**src/rtl/dmem_arbiter_pkg.sv**
```systemverilog
// Shared constants and helpers for the IF/DM unified-memory arbiter.
// State and owner encodings, parameter defaults, and the streak saturating increment.
package dmem_arbiter_pkg;

    localparam logic [1:0] ST_IDLE = 2'd0;
    localparam logic [1:0] ST_BUSY = 2'd1;
    localparam logic [1:0] ST_RESP = 2'd2;

    localparam logic OWN_IF = 1'b0;
    localparam logic OWN_DM = 1'b1;

    localparam int LAT_DEF           = 2;
    localparam int MAX_DM_STREAK_DEF = 3;

    // Both LAT and MAX_DM_STREAK are limited to 1..7, so three bits suffice
    localparam int CNT_W    = 3;
    localparam int STREAK_W = 3;

    function automatic logic [STREAK_W-1:0] sat_inc(input logic [STREAK_W-1:0] v,
                                                    input logic [STREAK_W-1:0] lim);
        logic [STREAK_W-1:0] r;
        if (v >= lim) begin
            r = lim;
        end else begin
            r = v + 3'd1;
        end
        return r;
    endfunction

endpackage

```
**src/rtl/dmem_arb_pick.sv**
```systemverilog
// Combinational grant policy: DM has priority, but IF is forced ahead once
// DM has won MAX_DM_STREAK consecutive grants while IF was waiting.
module dmem_arb_pick
    import dmem_arbiter_pkg::*;
#(
    parameter int MAX_DM_STREAK = MAX_DM_STREAK_DEF
) (
    input  logic                if_req,
    input  logic                dm_req,
    input  logic [STREAK_W-1:0] dm_streak,
    output logic                grant_if,
    output logic                grant_dm,
    output logic [STREAK_W-1:0] streak_nxt
);

    localparam logic [STREAK_W-1:0] STREAK_MAX = STREAK_W'(MAX_DM_STREAK);

    // Winner selection and the streak value to commit on this grant
    always_comb begin
        grant_if   = 1'b0;
        grant_dm   = 1'b0;
        streak_nxt = dm_streak;
        if (dm_req && !(if_req && (dm_streak == STREAK_MAX))) begin
            grant_dm = 1'b1;
            if (if_req) begin
                streak_nxt = sat_inc(dm_streak, STREAK_MAX);
            end else begin
                streak_nxt = 3'd0;
            end
        end else if (if_req) begin
            grant_if   = 1'b1;
            streak_nxt = 3'd0;
        end else begin
            streak_nxt = dm_streak;
        end
    end

endmodule

```
**src/rtl/dmem_arbiter.sv**
```systemverilog
// Two-port (fetch / data) arbiter for one fixed-latency single-port memory.
// Sequence per access: IDLE (arbitrate) -> BUSY for LAT cycles -> RESP (done pulse).
module dmem_arbiter
    import dmem_arbiter_pkg::*;
#(
    parameter int LAT           = LAT_DEF,
    parameter int MAX_DM_STREAK = MAX_DM_STREAK_DEF
) (
    input  logic        clk,
    input  logic        rst,
    input  logic        if_req,
    input  logic [15:0] if_addr,
    output logic [15:0] if_rdata,
    output logic        if_done,
    output logic        if_stall,
    input  logic        dm_req,
    input  logic        dm_wr,
    input  logic [15:0] dm_addr,
    input  logic [15:0] dm_wdata,
    output logic [15:0] dm_rdata,
    output logic        dm_done,
    output logic        dm_stall,
    output logic        mem_en,
    output logic        mem_wr,
    output logic [15:0] mem_addr,
    output logic [15:0] mem_wdata,
    input  logic [15:0] mem_rdata
);

    logic [1:0]          state_r;
    logic [1:0]          state_nxt_s;
    logic [CNT_W-1:0]    cnt_r;
    logic [STREAK_W-1:0] dm_streak_r;
    logic                owner_r;

    logic                mem_en_r, mem_wr_r;
    logic [15:0]         mem_addr_r, mem_wdata_r;
    logic                if_done_r, dm_done_r;
    logic [15:0]         if_rdata_r, dm_rdata_r;

    logic                mem_en_nxt_s, mem_wr_nxt_s;
    logic [15:0]         mem_addr_nxt_s, mem_wdata_nxt_s;
    logic                if_done_nxt_s, dm_done_nxt_s;
    logic                cap_if_s, cap_dm_s;

    logic                grant_if_s, grant_dm_s;
    logic [STREAK_W-1:0] streak_nxt_s;
    logic                grant_any_s;

    dmem_arb_pick #(
        .MAX_DM_STREAK(MAX_DM_STREAK)
    ) u_pick (
        .if_req    (if_req),
        .dm_req    (dm_req),
        .dm_streak (dm_streak_r),
        .grant_if  (grant_if_s),
        .grant_dm  (grant_dm_s),
        .streak_nxt(streak_nxt_s)
    );

    assign grant_any_s = grant_if_s | grant_dm_s;

    // State register
    always_ff @(posedge clk) begin
        if (!rst) begin
            state_r <= ST_IDLE;
        end else begin
            state_r <= state_nxt_s;
        end
    end

    // Next-state logic
    always_comb begin
        state_nxt_s = state_r;
        case (state_r)
            ST_IDLE: begin
                if (grant_any_s) begin
                    state_nxt_s = ST_BUSY;
                end else begin
                    state_nxt_s = ST_IDLE;
                end
            end
            ST_BUSY: begin
                if (cnt_r == 3'd0) begin
                    state_nxt_s = ST_RESP;
                end else begin
                    state_nxt_s = ST_BUSY;
                end
            end
            ST_RESP: state_nxt_s = ST_IDLE;
            default: state_nxt_s = ST_IDLE;
        endcase
    end

    // Output logic: next values of the registered memory/done outputs and rdata capture strobes
    always_comb begin
        mem_en_nxt_s    = 1'b0;
        mem_wr_nxt_s    = 1'b0;
        mem_addr_nxt_s  = 16'h0000;
        mem_wdata_nxt_s = 16'h0000;
        if_done_nxt_s   = 1'b0;
        dm_done_nxt_s   = 1'b0;
        cap_if_s        = 1'b0;
        cap_dm_s        = 1'b0;
        case (state_r)
            ST_IDLE: begin
                if (grant_dm_s) begin
                    mem_en_nxt_s    = 1'b1;
                    mem_wr_nxt_s    = dm_wr;
                    mem_addr_nxt_s  = dm_addr;
                    mem_wdata_nxt_s = dm_wdata;
                end else if (grant_if_s) begin
                    // Fetches are always reads, whatever dm_wr happens to be
                    mem_en_nxt_s    = 1'b1;
                    mem_wr_nxt_s    = 1'b0;
                    mem_addr_nxt_s  = if_addr;
                    mem_wdata_nxt_s = 16'h0000;
                end else begin
                    mem_en_nxt_s    = 1'b0;
                end
            end
            ST_BUSY: begin
                if (cnt_r != 3'd0) begin
                    mem_en_nxt_s    = mem_en_r;
                    mem_wr_nxt_s    = mem_wr_r;
                    mem_addr_nxt_s  = mem_addr_r;
                    mem_wdata_nxt_s = mem_wdata_r;
                end else begin
                    if_done_nxt_s = (owner_r == OWN_IF);
                    dm_done_nxt_s = (owner_r == OWN_DM);
                    cap_if_s      = (owner_r == OWN_IF) & ~mem_wr_r;
                    cap_dm_s      = (owner_r == OWN_DM) & ~mem_wr_r;
                end
            end
            ST_RESP: begin
                mem_en_nxt_s = 1'b0;
            end
            default: begin
                mem_en_nxt_s = 1'b0;
            end
        endcase
    end

    // Datapath registers: outputs, read data, access counter, owner and DM streak
    always_ff @(posedge clk) begin
        if (!rst) begin
            mem_en_r    <= 1'b0;
            mem_wr_r    <= 1'b0;
            mem_addr_r  <= 16'h0000;
            mem_wdata_r <= 16'h0000;
            if_done_r   <= 1'b0;
            dm_done_r   <= 1'b0;
            if_rdata_r  <= 16'h0000;
            dm_rdata_r  <= 16'h0000;
            cnt_r       <= 3'd0;
            dm_streak_r <= 3'd0;
            owner_r     <= OWN_IF;
        end else begin
            mem_en_r    <= mem_en_nxt_s;
            mem_wr_r    <= mem_wr_nxt_s;
            mem_addr_r  <= mem_addr_nxt_s;
            mem_wdata_r <= mem_wdata_nxt_s;
            if_done_r   <= if_done_nxt_s;
            dm_done_r   <= dm_done_nxt_s;
            if (cap_if_s) begin
                if_rdata_r <= mem_rdata;
            end
            if (cap_dm_s) begin
                dm_rdata_r <= mem_rdata;
            end
            if ((state_r == ST_IDLE) && grant_any_s) begin
                owner_r     <= grant_dm_s ? OWN_DM : OWN_IF;
                cnt_r       <= CNT_W'(LAT - 1);
                dm_streak_r <= streak_nxt_s;
            end else if ((state_r == ST_BUSY) && (cnt_r != 3'd0)) begin
                cnt_r <= cnt_r - 3'd1;
            end
        end
    end

    assign mem_en    = mem_en_r;
    assign mem_wr    = mem_wr_r;
    assign mem_addr  = mem_addr_r;
    assign mem_wdata = mem_wdata_r;
    assign if_done   = if_done_r;
    assign dm_done   = dm_done_r;
    assign if_rdata  = if_rdata_r;
    assign dm_rdata  = dm_rdata_r;
    assign if_stall  = if_req & ~if_done_r;
    assign dm_stall  = dm_req & ~dm_done_r;

endmodule

```
**config.mk**
```make
export PLATFORM = sky130hd
export DESIGN_NAME = dmem_arbiter
export DESIGN_NICKNAME = d
export VERILOG_FILES = /design/src/rtl/dmem_arbiter_pkg.sv /design/src/rtl/dmem_arb_pick.sv /design/src/rtl/dmem_arbiter.sv
export SDC_FILE = /design/constraint.sdc
export NUM_CORES = 1
export LEC_CHECK = 0
export ABC_CLOCK_PERIOD_IN_PS = 2190
export CAP_MARGIN = 20
export CORE_MARGIN = 4
export CORE_UTILIZATION = 25
export CTS_CLUSTER_DIAMETER = 30
export DETAILED_ROUTE_END_ITERATION = 8
export SYNTH_ARGS = -nofsm -noshare
export SYNTH_HDL_FRONTEND = slang
export SYNTH_SLANG_ARGS = --single-unit
```
**constraint.sdc**
```tcl
create_clock -name clk -period 2.19 [get_ports clk]
set_input_delay 0.219 -clock clk [delete_from_list [all_inputs] [get_ports clk]]
set_output_delay 0.219 -clock clk [all_outputs]
set_load 0.03 [all_outputs]
```
* After elaboration in Yosys (flattened, before gate mapping)
Cells that the tools add are included.
** Word-level totals
- Register bits :: 77
- Bits of input ports :: 69
- Output and inout bits :: 70
- Word-level logic and storage cells :: 72
** Cells by class
- $add $sub $neg :: 2
- $lt $le $gt $ge :: 1
- Equality and inequality tests :: 3
- Mux-type cells :: 29
- Bitwise operators :: 11
- Reduce and logical (&&, ||, !) cells :: 13
** Operators with widths (number)
- 16-bit two-way mux :: 4
- 16-bit one-hot mux with 2 select lines :: 2
- 1-bit two-way mux :: 15
- 3-bit two-way mux :: 4
- 1-bit inverter :: 6
- 1-bit AND :: 4
- 1-bit logical AND :: 4
- 1-bit one-hot mux with 2 select lines :: 2
- 2-bit one-hot mux with 2 select lines :: 1
- 2-bit nonzero test :: 2
- 3-bit by 1-bit adder with 3-bit output (second input constant) :: 1
- 3-bit by 2-bit equality test with 1-bit output (second input constant) :: 1
- 3-bit by 2-bit greater-or-equal comparator with 1-bit output (second input constant) :: 1
- 3-bit zero test :: 1
- 3-bit nonzero test :: 1
- 3-bit OR reduction :: 1
- 3-bit by 1-bit subtractor with 3-bit output (second input constant) :: 1
- 2-bit by 1-bit equality test with 1-bit output (second input constant) :: 1
- 2-bit zero test :: 1
- 2-bit two-way mux :: 1
- 2-bit inequality test (second input constant) :: 1
- 2-bit AND reduction :: 1
- 2-bit OR reduction :: 1
- 1-bit zero test :: 1
- 1-bit bitwise OR :: 1

* Depth between registers and ports, before layout
Gate-level depths: netlist (run 1).
- Word-level depth :: 8
- Mapped depth :: 8
- Mapped depth without buffers :: 5

* Hierarchy
Synthesis (run 1) repeated with hierarchy kept, for this count alone.
** Second synthesis, totals
- Cells, all modules :: 314
- Area total of the unflattened synthesis :: 3098.0 µm²
** Modules (own cells, without submodules)
- dmem_arbiter :: times used 1, cells an instance 300, area each 2985.4 µm², sequential area each 1541.5 µm²
- dmem_arb_pick :: times used 1, cells an instance 14, area each 112.6 µm², sequential area each 0.0 µm²

* Worst setup path after synthesis (run 1)
No wires, ideal clock.
- Path kind :: register to register
- Start :: register dm_streak_r[0]
- End :: register mem_wdata_r[10] (netlist: mem_wdata[10])
- Setup time :: 60 ps
- Arrival :: 1516 ps
- Required time :: 2130 ps
- Path slack :: 615 ps
- Stages on the path, launching flop included :: 8
- Buffers on the path :: 2
- Clock period less this slack :: 1575 ps
- Path through :: dfxtp_1 ha_1 ha_1 a21boi_2 and3_1 buf_4 buf_6 a22o_1
** Between the ends
- Longest elaborated chain between the ends :: 7
** Ends and longest elaborated chain
- start: declaration :: line dmem_arbiter.sv:33 : logic [STREAK_W-1:0] dm_streak_r;
- start signal: assignment :: line dmem_arbiter.sv:174 : dm_streak_r <= streak_nxt_s;
- 3-bit by 2-bit equality test with 1-bit output :: line dmem_arb_pick.sv:23 : if (dm_req && !(if_req && (dm_streak == STREAK_MAX))) begin
- 1-bit logical AND :: line dmem_arb_pick.sv:23
- 1-bit zero test :: line dmem_arb_pick.sv:23
- 1-bit logical AND :: line dmem_arb_pick.sv:23
- 1-bit two-way mux :: line dmem_arb_pick.sv:23
- 16-bit two-way mux :: line dmem_arbiter.sv:107 : if (grant_dm_s) begin
- 16-bit one-hot mux with 2 select lines :: line dmem_arbiter.sv:105 : case (state_r)
- end signal: assignment :: line dmem_arbiter.sv:162 : mem_wdata_r <= mem_wdata_nxt_s;
- end: declaration :: line dmem_arbiter.sv:37 : logic [15:0] mem_addr_r, mem_wdata_r;
Every way passes these cells.
A chain may end at the register's enable or synchronous reset.

* Worst setup path after layout (run 1)
- Start :: input dm_req
- End :: output dm_stall
** Between the ends
- Longest elaborated chain between the ends :: 1
** Ends and longest elaborated chain
- start: declaration :: line dmem_arbiter.sv:16 : input logic dm_req,
- 1-bit AND :: line dmem_arbiter.sv:190 : assign dm_stall = dm_req & ~dm_done_r;
- end: declaration :: line dmem_arbiter.sv:22 : output logic dm_stall,
Every way passes these cells.

==> results.md, run 1 <==
- H-tree Lvls: 3
- Final clock period utilization by the worst path: 83.2%
- CTS Root Cell: clkbuf_16
- Final hold violations: 0
- Mean Syn Cell Area: 9.52 um^2
- Post-DR vias/cell: 4.74
- CP startpoint kind: input pin
- Cells after Synth: 317
- Clock transition at path regs: 0.06 ns
- Die Ht: ~120 um
- Met1 GRT Util: 16.9%
- Crit path required time: 1.97 ns
- Ports: 139
- Post-synth EDFFs: 0
- M3 GR Usage: 5.67%
- Slew Limit Fails: 0
- Iteration-0 DRC count of the detailed router: 135
- Number of antenna diodes: 0
- Drc violations: 0
- Final Skew: around 0.0075 ns
- Via Count: approximately 2.8k
- Max Cap Viol: 0
- Die width: between 100 and 150 um
- Global route total overflow: 0
- Seq/Total Area, Yosys: 51.1%
- Final instance area: 0.00485 mm^2
- Bufs on Longest Clock Path: 2
- Met2 global-route usage: 20.8%
- I/O Buffers: 138
- CP Capture Type: primary output
- Hold-fix buffers at CTS: 0
- Setup violators final: 0
- Yosys warns: 0
- Post-synth top flop: dfxtp_1
- # placed instances: 580
- Busiest grt layer: met2
- Leakage: 1.97 nW
- Post-CTS Resized: 0
- Fin Hold WS: 0.277 ns
- Initial Util: 26.0%
- Non-filler cells, final: between 500 and 600
- Clk_lat worst skew: 0.33 ns
- # clock sinks: 77
- Setup bufs post-CTS: 0
- TritonCTS Buffers: 9
- CTS tree: yes
- Worst EP arrival: approximately 1.6 ns
- Pin count of the biggest net entering global routing: 44
- Slew @ Worst Pin: slightly above 0.7 ns
- Ys async rst share: 0%
- Syn_nets: 390
- DR WL/cell: 15.5 um
- Die Area: 0.0139 mm^2
- Post-DRT Antenna Nets: 0
- Initial antenna violation count: 0
- Drt pass-1 iters: 4
- Synth unique cells: 35
- Setup CP Type: input pin to primary output
- TNS Setup: 0 ns
- Vias in the first global route: roughly 3k
- First-pass GRT wire length: 15500 um
- Post-synthesis register bit count: 77
- Maximum VDD drop: 0.317 mV
- Power Density: 822 mW/mm^2
- Max Clk Rate: 0.549 GHz
- Cell Area, Synth: about 0.0030 mm^2
- GPL Wtd Cong: about 0.79
- Crit path time final: 1.82 ns
- Fin nets: 521
- Share of cells above drive strength 1: 7.06%
- Core ar.: 0.0116 mm^2
- Placed cell areas: roughly 0.0045 mm^2
- Post-Route WL: 9250 um
- P&R area growth vs syn: 60.7%
- Filler cells: around 1.1k
- Status: completed
- Total GRT Usage: 13.4%
- Number of cell rows: 39
- Crit Path Max Fanout: 5
- Hpwl dp: 6600 um
- RSZ-0062 raised after global routing: no
- Hold WC Path Type: input pin to flop
- Worst slew margin: 52.6%
==> state kept, by name, summed over array words and instances, names as in the netlist <==
signal,count
cnt_r,3
dm_done,1
dm_rdata,16
dm_streak_r,3
if_done,1
if_rdata,16
mem_addr,16
mem_en,1
mem_wdata,16
mem_wr,1
owner_r,1
state_r,2
==> cell usage after synthesis (2+ instances only) <==
cell type | number | area share [%]
and3_1 | 3 | 0.62
dfxtp_1 | 77 | 51
o22ai_1 | 2 | 0.41
a31oi_1 | 17 | 3.5
buf_2 | 9 | 1.5
nand2b_1 | 3 | 0.62
buf_4 | 2 | 0.50
o21ai_0 | 2 | 0.33
nand2_1 | 49 | 6.1
a22o_1 | 17 | 4.9
buf_6 | 2 | 0.75
nor2_1 | 5 | 0.62
nor2b_1 | 2 | 0.41
a21oi_1 | 4 | 0.66
mux2i_1 | 32 | 11
ha_1 | 4 | 1.7
inv_1 | 7 | 0.87
nand3_1 | 34 | 5.6
clkbuf_1 | 14 | 1.7
nand4_1 | 17 | 3.5
==> layout make-up <==
cell class / count / area, um^2 / area share [%]
tap: 143 / 179 / 3.69
clock inverter: 6 / 111 / 2.30
multi-input combinational: 205 / 1320 / 27.1
sequential: 77 / 1540 / 31.8
clock buffer: 10 / 229 / 4.72
timing repair buffer: 148 / 1450 / 29.9
inverter: 7 / 26.3 / 0.542
==> per-stage QoR <==
| stage | util, % | setup WS [ns] | total power, mW |
|---|---|---|---|
| floorplan | - | 0.615 | 1.97 |
| global placement | 38.8 | 0.366 | 2.31 |
| detailed placement | 38.8 | 0.356 | 2.32 |
| CTS | 41.8 | 0.352 | 4.04 |
| global route | 41.8 | 0.266 | 4.17 |
| finish | 41.8 | 0.367 | 3.99 |
==> worst max-delay path, stage by stage <==
cell             delay, ns
clkdlybuf4s50_1       0.54
nor2b_1               0.15
clkdlybuf4s50_1       0.69
==> report_power, final <==
group	total (mW)	internal [mW]	switching [mW]
clock network	1.70	1.11	0.584
registers	1.54	1.48	0.0508
logic	0.753	0.339	0.414
==> path summary, 6_finish.rpt <==
check                           slack [ns]                  endpoint                   startpoint  depth (start not counted)
worst max-delay path                  0.37                  dm_stall                       dm_req                          3
worst min-delay path                  0.28  if_rdata[1]$_SDFFE_PN0P_                          rst                          3
worst max register to register        0.37  mem_addr[3]$_SDFFE_PN0N_  dm_streak_r[1]$_SDFFE_PN0P_                          5
worst min register to register        0.46  dm_rdata[1]$_SDFFE_PN0P_     dm_rdata[1]$_SDFFE_PN0P_                          2
==> layout by cell type, fill, tap and decap left out, types with 2 or more instances in the layout <==
master / count
buf_4: 11
a21oi_1: 4
ha_1: 4
clkdlybuf4s50_1: 136
nor2b_1: 2
o21ai_0: 2
nand2b_1: 3
and3_1: 3
inv_1: 7
bufinv_16: 3
o22ai_1: 2
a22o_1: 17
dfxtp_1: 77
a31oi_1: 17
mux2i_1: 32
nor2_1: 4
clkbuf_16: 9
nand4_1: 17
nand3_1: 34
nand2_1: 49
==> cell families (layout without fill, tap and decap cells) <==
group,count (synthesis),count (layout),share of synthesized area (%)
mux,32,32,10.6
fa+ha+maj,4,4,1.66
buf+inv,35,171,5.47
flops,77,77,51.1
compound gates,49,49,11.9
simple gates,120,120,19.3
==> per-layer routing <==
layer | up-vias | part of all wire, % | routed length, um
li1 | 1396 | - | -
met1 | 1305 | 45 | 4160
met2 | 117 | 45 | 4190
met3 | 9 | 8.6 | 795
met4 | 0 | 1.1 | 102
met5 | - | 0 | 0
Power figures use the tool's default switching activity.
==> inputs of run 2 (changes only) <==
--- a/config.mk
+++ b/config.mk
@@ -5,7 +5,7 @@
 export SDC_FILE = /design/constraint.sdc
 export NUM_CORES = 1
 export LEC_CHECK = 0
-export ABC_CLOCK_PERIOD_IN_PS = 2190
+export ABC_CLOCK_PERIOD_IN_PS = 1750
 export CAP_MARGIN = 20
 export CORE_MARGIN = 4
 export CORE_UTILIZATION = 25
==> constraint.sdc (replaced) <==
create_clock -name clk -period 1.75 [get_ports clk]
set_input_delay 0.175 -clock clk [delete_from_list [all_inputs] [get_ports clk]]
set_output_delay 0.175 -clock clk [all_outputs]
set_load 0.03 [all_outputs]
==> results.md, run 2 (synthesized netlist as in run 1, its figures left out) <==
- Status: completed
- Final Skew: 0.00769 ns
- Hpwl dp: approximately 6600 um
- H-tree Lvls: 3
- Iteration-0 DRC count of the detailed router: 138
- Number of cell rows: 39
- Post-DRT Antenna Nets: 0
- Bufs on Longest Clock Path: 2
- Global route total overflow: 0
- Most common cell after layout, fill and taps aside: clkdlybuf4s50_1
- GPL Wtd Cong: 0.787
- Clock transition at path regs: 0.06 ns
- P&R area growth vs syn: 61.9%
- Power Density: 964 mW/mm^2
- Final instance area: 0.00489 mm^2
- Max Cap Viol: 0
- Clk_lat worst skew: 0.33 ns
- Worst slew margin: 57.9%
- Initial Util: 26.0%
- Maximum VDD drop: around 0.52 mV
- Drc violations: 0
- CP Capture Type: flop
- Setup CP Type: flop to flop
- Die Area: about 0.014 mm^2
- Die width: between 100 and 150 um
- Max incr delay on CP: 0.32 ns
- Post-CTS Resized: 0
- # clock sinks: between 70 and 80
- Number of antenna diodes: 0
- Max Clk Rate: 0.627 GHz
- TritonCTS Buffers: 9
- Fin Hold WS: 0.227 ns
- Hold-fix buffers at CTS: 0
- Commonest cells after routing, fill and taps aside: clkdlybuf4s50_1 (135), dfxtp_1 (77), nand2_1 (49)
- CP startpoint kind: flop
- Share of cells above drive strength 1: 7.68%
- Crit path required time: just over 2 ns
- Vias in the first global route: 2939
- Setup violators final: 0
- Post-Route WL: 8950 um
- Drt pass-1 iters: 4
- Die Ht: 118 um
- DR WL/cell: around 15 um
- Dpl ws: 0.118 ns
- Total GRT Usage: between 10 and 15%
- Worst EP arrival: 1.86 ns
- First-pass GRT wire length: 14700 um
- Fin nets: 524
- CP max stage cell: dfxtp_1
- Slew Limit Fails: 0
- Ports: 139
- Hold WC Path Type: input pin to flop
- Final hold violations: 0
- Pin count of the biggest net entering global routing: 46
- CP dominant cell by count: ha_1
- Fin worst setup slack: roughly 0.15 ns
- CTS tree: yes
- CTS Root Cell: clkbuf_16
- Total Power: between 4 and 5 mW
- Core ar.: 0.0116 mm^2
- TNS Setup: 0 ns
- Post-DR vias/cell: 4.77
- Placed cell areas: roughly 0.0046 mm^2
- RSZ-0062 raised after global routing: no
- Cell-by-cell trace of the critical path: ha_1 -> ha_1 -> a21boi_2 -> and3_1 -> buf_12 -> a22o_1
- Initial antenna violation count: 0
- Slew @ Worst Pin: between 0.6 and 0.7 ns
- Crit Path Max Fanout: 18
- Crit path time final: 1.60 ns
- Leakage: 1.99 nW
- I/O Buffers: 138
- Setup bufs post-CTS: 0
- Via Count: between 2k and 3k
- Final clock period utilization by the worst path: around 91%
[run 2: path summary, 6_finish.rpt]
| path | start | to | slack, ns | depth (start not counted) |
|---|---|---|---|---|
| setup / recovery | dm_streak_r[0]$_SDFFE_PN0P_ | mem_wdata[6]$_SDFFE_PN0N_ | 0.15 | 6 |
| hold / removal | rst | if_rdata[1]$_SDFFE_PN0P_ | 0.23 | 3 |
| setup reg to reg | dm_streak_r[0]$_SDFFE_PN0P_ | mem_wdata[6]$_SDFFE_PN0N_ | 0.15 | 6 |
| hold reg to reg | dm_rdata[12]$_SDFFE_PN0P_ | dm_rdata[12]$_SDFFE_PN0P_ | 0.46 | 2 |
[run 2: layout make-up]
type	instances	area [um^2]
clock buffers	12	246
inverters	7	26.3
clock inverters	4	47.5
flip-flops and latches	77	1540
repair buffers	151	1530
multi-input cells	205	1320
fillers	1134	6730
well taps	143	179
[run 2: report_power, final]
part | switching (mW) | internal, mW
Sequential | 0.0614 | 1.86
Clock | 0.680 | 1.14
Combinational | 0.523 | 0.450
[run 2: worst max-delay path, delay by kind of cell (launching register included)]
kind | cells | cell delay (ns)
adder cells (fa/ha/maj) | 2 | 0.43
AO/OA/AOI/OAI | 2 | 0.39
flip-flops | 1 | 0.32
AND/OR/NAND/NOR | 1 | 0.24
buffers and inverters | 1 | 0.15
[run 2: routing by layer]
| metal | GRT usage (%) | up-vias | part of all wire, % |
|---|---|---|---|
| met4 | 4.76 | 0 | 1.3 |
| met2 | 20.0 | 121 | 46 |
| met3 | 4.85 | 11 | 8.7 |
| met5 | 0 | - | 0 |
| met1 | 15.8 | 1321 | 44 |
| li1 | - | 1407 | - |
[run 2: through the flow]
step | util, % | std cells
6_report | 42.1 | 599
5_1_grt | 42.1 | 599
4_1_cts | 42.1 | 599
3_5_place_dp | 39.5 | 583
3_3_place_gp | 39.5 | 583
2_1_floorplan | - | 317
==> inputs of run 3 (changes only) <==
--- a/config.mk
+++ b/config.mk
@@ -5,12 +5,13 @@
 export SDC_FILE = /design/constraint.sdc
 export NUM_CORES = 1
 export LEC_CHECK = 0
-export ABC_CLOCK_PERIOD_IN_PS = 1750
+export ABC_CLOCK_PERIOD_IN_PS = 1600
 export CAP_MARGIN = 20
 export CORE_MARGIN = 4
 export CORE_UTILIZATION = 25
 export CTS_CLUSTER_DIAMETER = 30
 export DETAILED_ROUTE_END_ITERATION = 8
+export HOLD_SLACK_MARGIN = 0.02
 export SYNTH_ARGS = -nofsm -noshare
 export SYNTH_HDL_FRONTEND = slang
 export SYNTH_SLANG_ARGS = --single-unit
==> constraint.sdc (replaced) <==
create_clock -name clk -period 1.6 [get_ports clk]
set_input_delay 0.16 -clock clk [delete_from_list [all_inputs] [get_ports clk]]
set_output_delay 0.16 -clock clk [all_outputs]
set_load 0.03 [all_outputs]
==> results.md, run 3 (synthesized netlist as in run 1, its figures left out) <==
- Number of antenna diodes: 0
- Crit Path Max Fanout: 2
- Die width: 118 um
- Cell Int Power: 3.83 mW
- Max incr delay on CP: 0.69 ns
- Slew @ Worst Pin: approximately 0.49 ns
- Iteration-0 DRC count of the detailed router: between 100 and 150
- CTS Root Cell: clkbuf_16
- Sequential share of power: about two fifths
- Ports: roughly 140
- Hpwl dp: 6640 um
- Number of cell rows: 39
- Vias in the first global route: 2962
- Critical path buffers and inverters: 1
- Cell family with most CP delay: buffers and inverters
- First-pass GRT wire length: 15000 um
- Filler cells: between 1k and 1.5k
- Drt pass-1 iters: 4
- GPL Wtd Cong: 0.795
- Initial Util: ~26%
- Die Area: approximately 0.014 mm^2
- Max Cap Viol: 0
- P&R area growth vs syn: 63.8%
- Final hold violations: 0
- Placed cell areas: 0.00463 mm^2
- Initial antenna violation count: 0
- Psw: 1.42 mW
- CP startpoint kind: flop
- Post-DR vias/cell: 4.79
- Final instance area: around 0.0049 mm^2
- CTS tree: yes
- Slew Limit Fails: 0
- Share of cells above drive strength 1: 8.53%
- H-tree Lvls: 3
- Fin nets: 525
- Clock transition at path regs: around 0.060 ns
- Via Count: 2875
- Setup bufs post-CTS: 0
- Crit path time final: 1.54 ns
- Status: completed
- Cell-by-cell trace of the critical path: clkdlybuf4s50_1
- Maximum VDD drop: 0.391 mV
- Worst EP arrival: 1.38 ns
- Post-DRT Antenna Nets: 0
- Worst slew margin: 67.2%
- Max Clk Rate: between 0.6 and 0.7 GHz
- Core ar.: 0.0116 mm^2
- Hold WC Path Type: input pin to flop
- Clk_lat worst skew: approximately 0.33 ns
- # clock sinks: 77
- Crit path required time: 1.44 ns
- CP Capture Type: primary output
- Most common cell after layout, fill and taps aside: clkdlybuf4s50_1
- Final clock period utilization by the worst path: 96.5%
- Pin count of the biggest net entering global routing: 46
- Total GRT Usage: 13.1%
- Switch share: between 20% and 30%
- I/O Buffers: 138
- Commonest cells after routing, fill and taps aside: clkdlybuf4s50_1 (132), dfxtp_1 (77), nand2_1 (49)
- Final Util: 42.6%
- Final Skew: around 0.006 ns
- TritonCTS Buffers: 9
- Logic pwr share: just over 20%
- Die Ht: 118 um
- Power Density: around 1100 mW/mm^2
- Leakage: 2.06 nW
- CP max stage cell: clkdlybuf4s50_1
- DR WL/cell: 15.1 um
- Clk pwr share: 39.5%
- Global route total overflow: 0
- Bufs on Longest Clock Path: 2
- Total Power: 5.25 mW
- RSZ-0062 raised after global routing: yes
- Setup CP Type: flop to primary output
- Setup violators final: 0
- Drc violations: 0
- Post-Route WL: 9080 um
## run 3: final cells by class
class	instances	area (um^2)	area share (%)
inverters	7	26.3	0.531
well taps	143	179	3.62
multi-input cells	205	1320	26.6
flip-flops and latches	77	1540	31.2
clock inverters	5	58.8	1.19
repair buffers	152	1570	31.8
clock buffers	11	253	5.11
## run 3: final timing paths
check                                            startpoint                   endpoint  slack (ns)  depth (start not counted)
worst min-delay path                                    rst   dm_rdata[1]$_SDFFE_PN0P_        0.23                          3
worst max register to register  dm_streak_r[0]$_SDFFE_PN0P_  mem_wdata[9]$_SDFFE_PN0N_        0.09                          6
worst min register to register     if_rdata[4]$_SDFFE_PN0P_   if_rdata[4]$_SDFFE_PN0P_        0.46                          2
worst max-delay path                     if_done$_SDFF_PP0_                    if_done        0.06                          1
## run 3: what timing repair did
item,4_1_cts,5_1_grt
setup endpoints to repair,0,31
gates resized for setup,0,4
hold buffers,0,0
## run 3: power groups by stage
stage | Sequential (mW) | Combinational (mW) | Clock [mW]
2_1_floorplan | 2.32 | 0.376 | 0
3_3_place_gp | 2.14 | 1.07 | 0
3_5_place_dp | 2.14 | 1.09 | 0
4_1_cts | 2.10 | 1.09 | 2.15
5_1_grt | 2.11 | 1.16 | 2.24
6_report | 2.10 | 1.08 | 2.07
## run 3: per-layer routing
metal | vias up | share of wire [%] | GRT usage, %
met1 | 1329 | 42 | 15.1
met3 | 14 | 9.1 | 6.25
met4 | 0 | 0.98 | 3.88
met2 | 127 | 48 | 21.7
li1 | 1405 | - | -
met5 | - | 0 | 0
## run 3: metrics by stage
stage,hold WS [ns],TNS (ns),setup WS (ns),cells
after global routing,0.241,-0.194,-0.0300,600
final,0.227,0,0.0560,600
after global placement,0.448,0,0.0970,584
after CTS,0.223,0,0.0164,600
after detailed placement,0.455,0,0.0544,584
after floorplan,0.285,0,0.0248,317
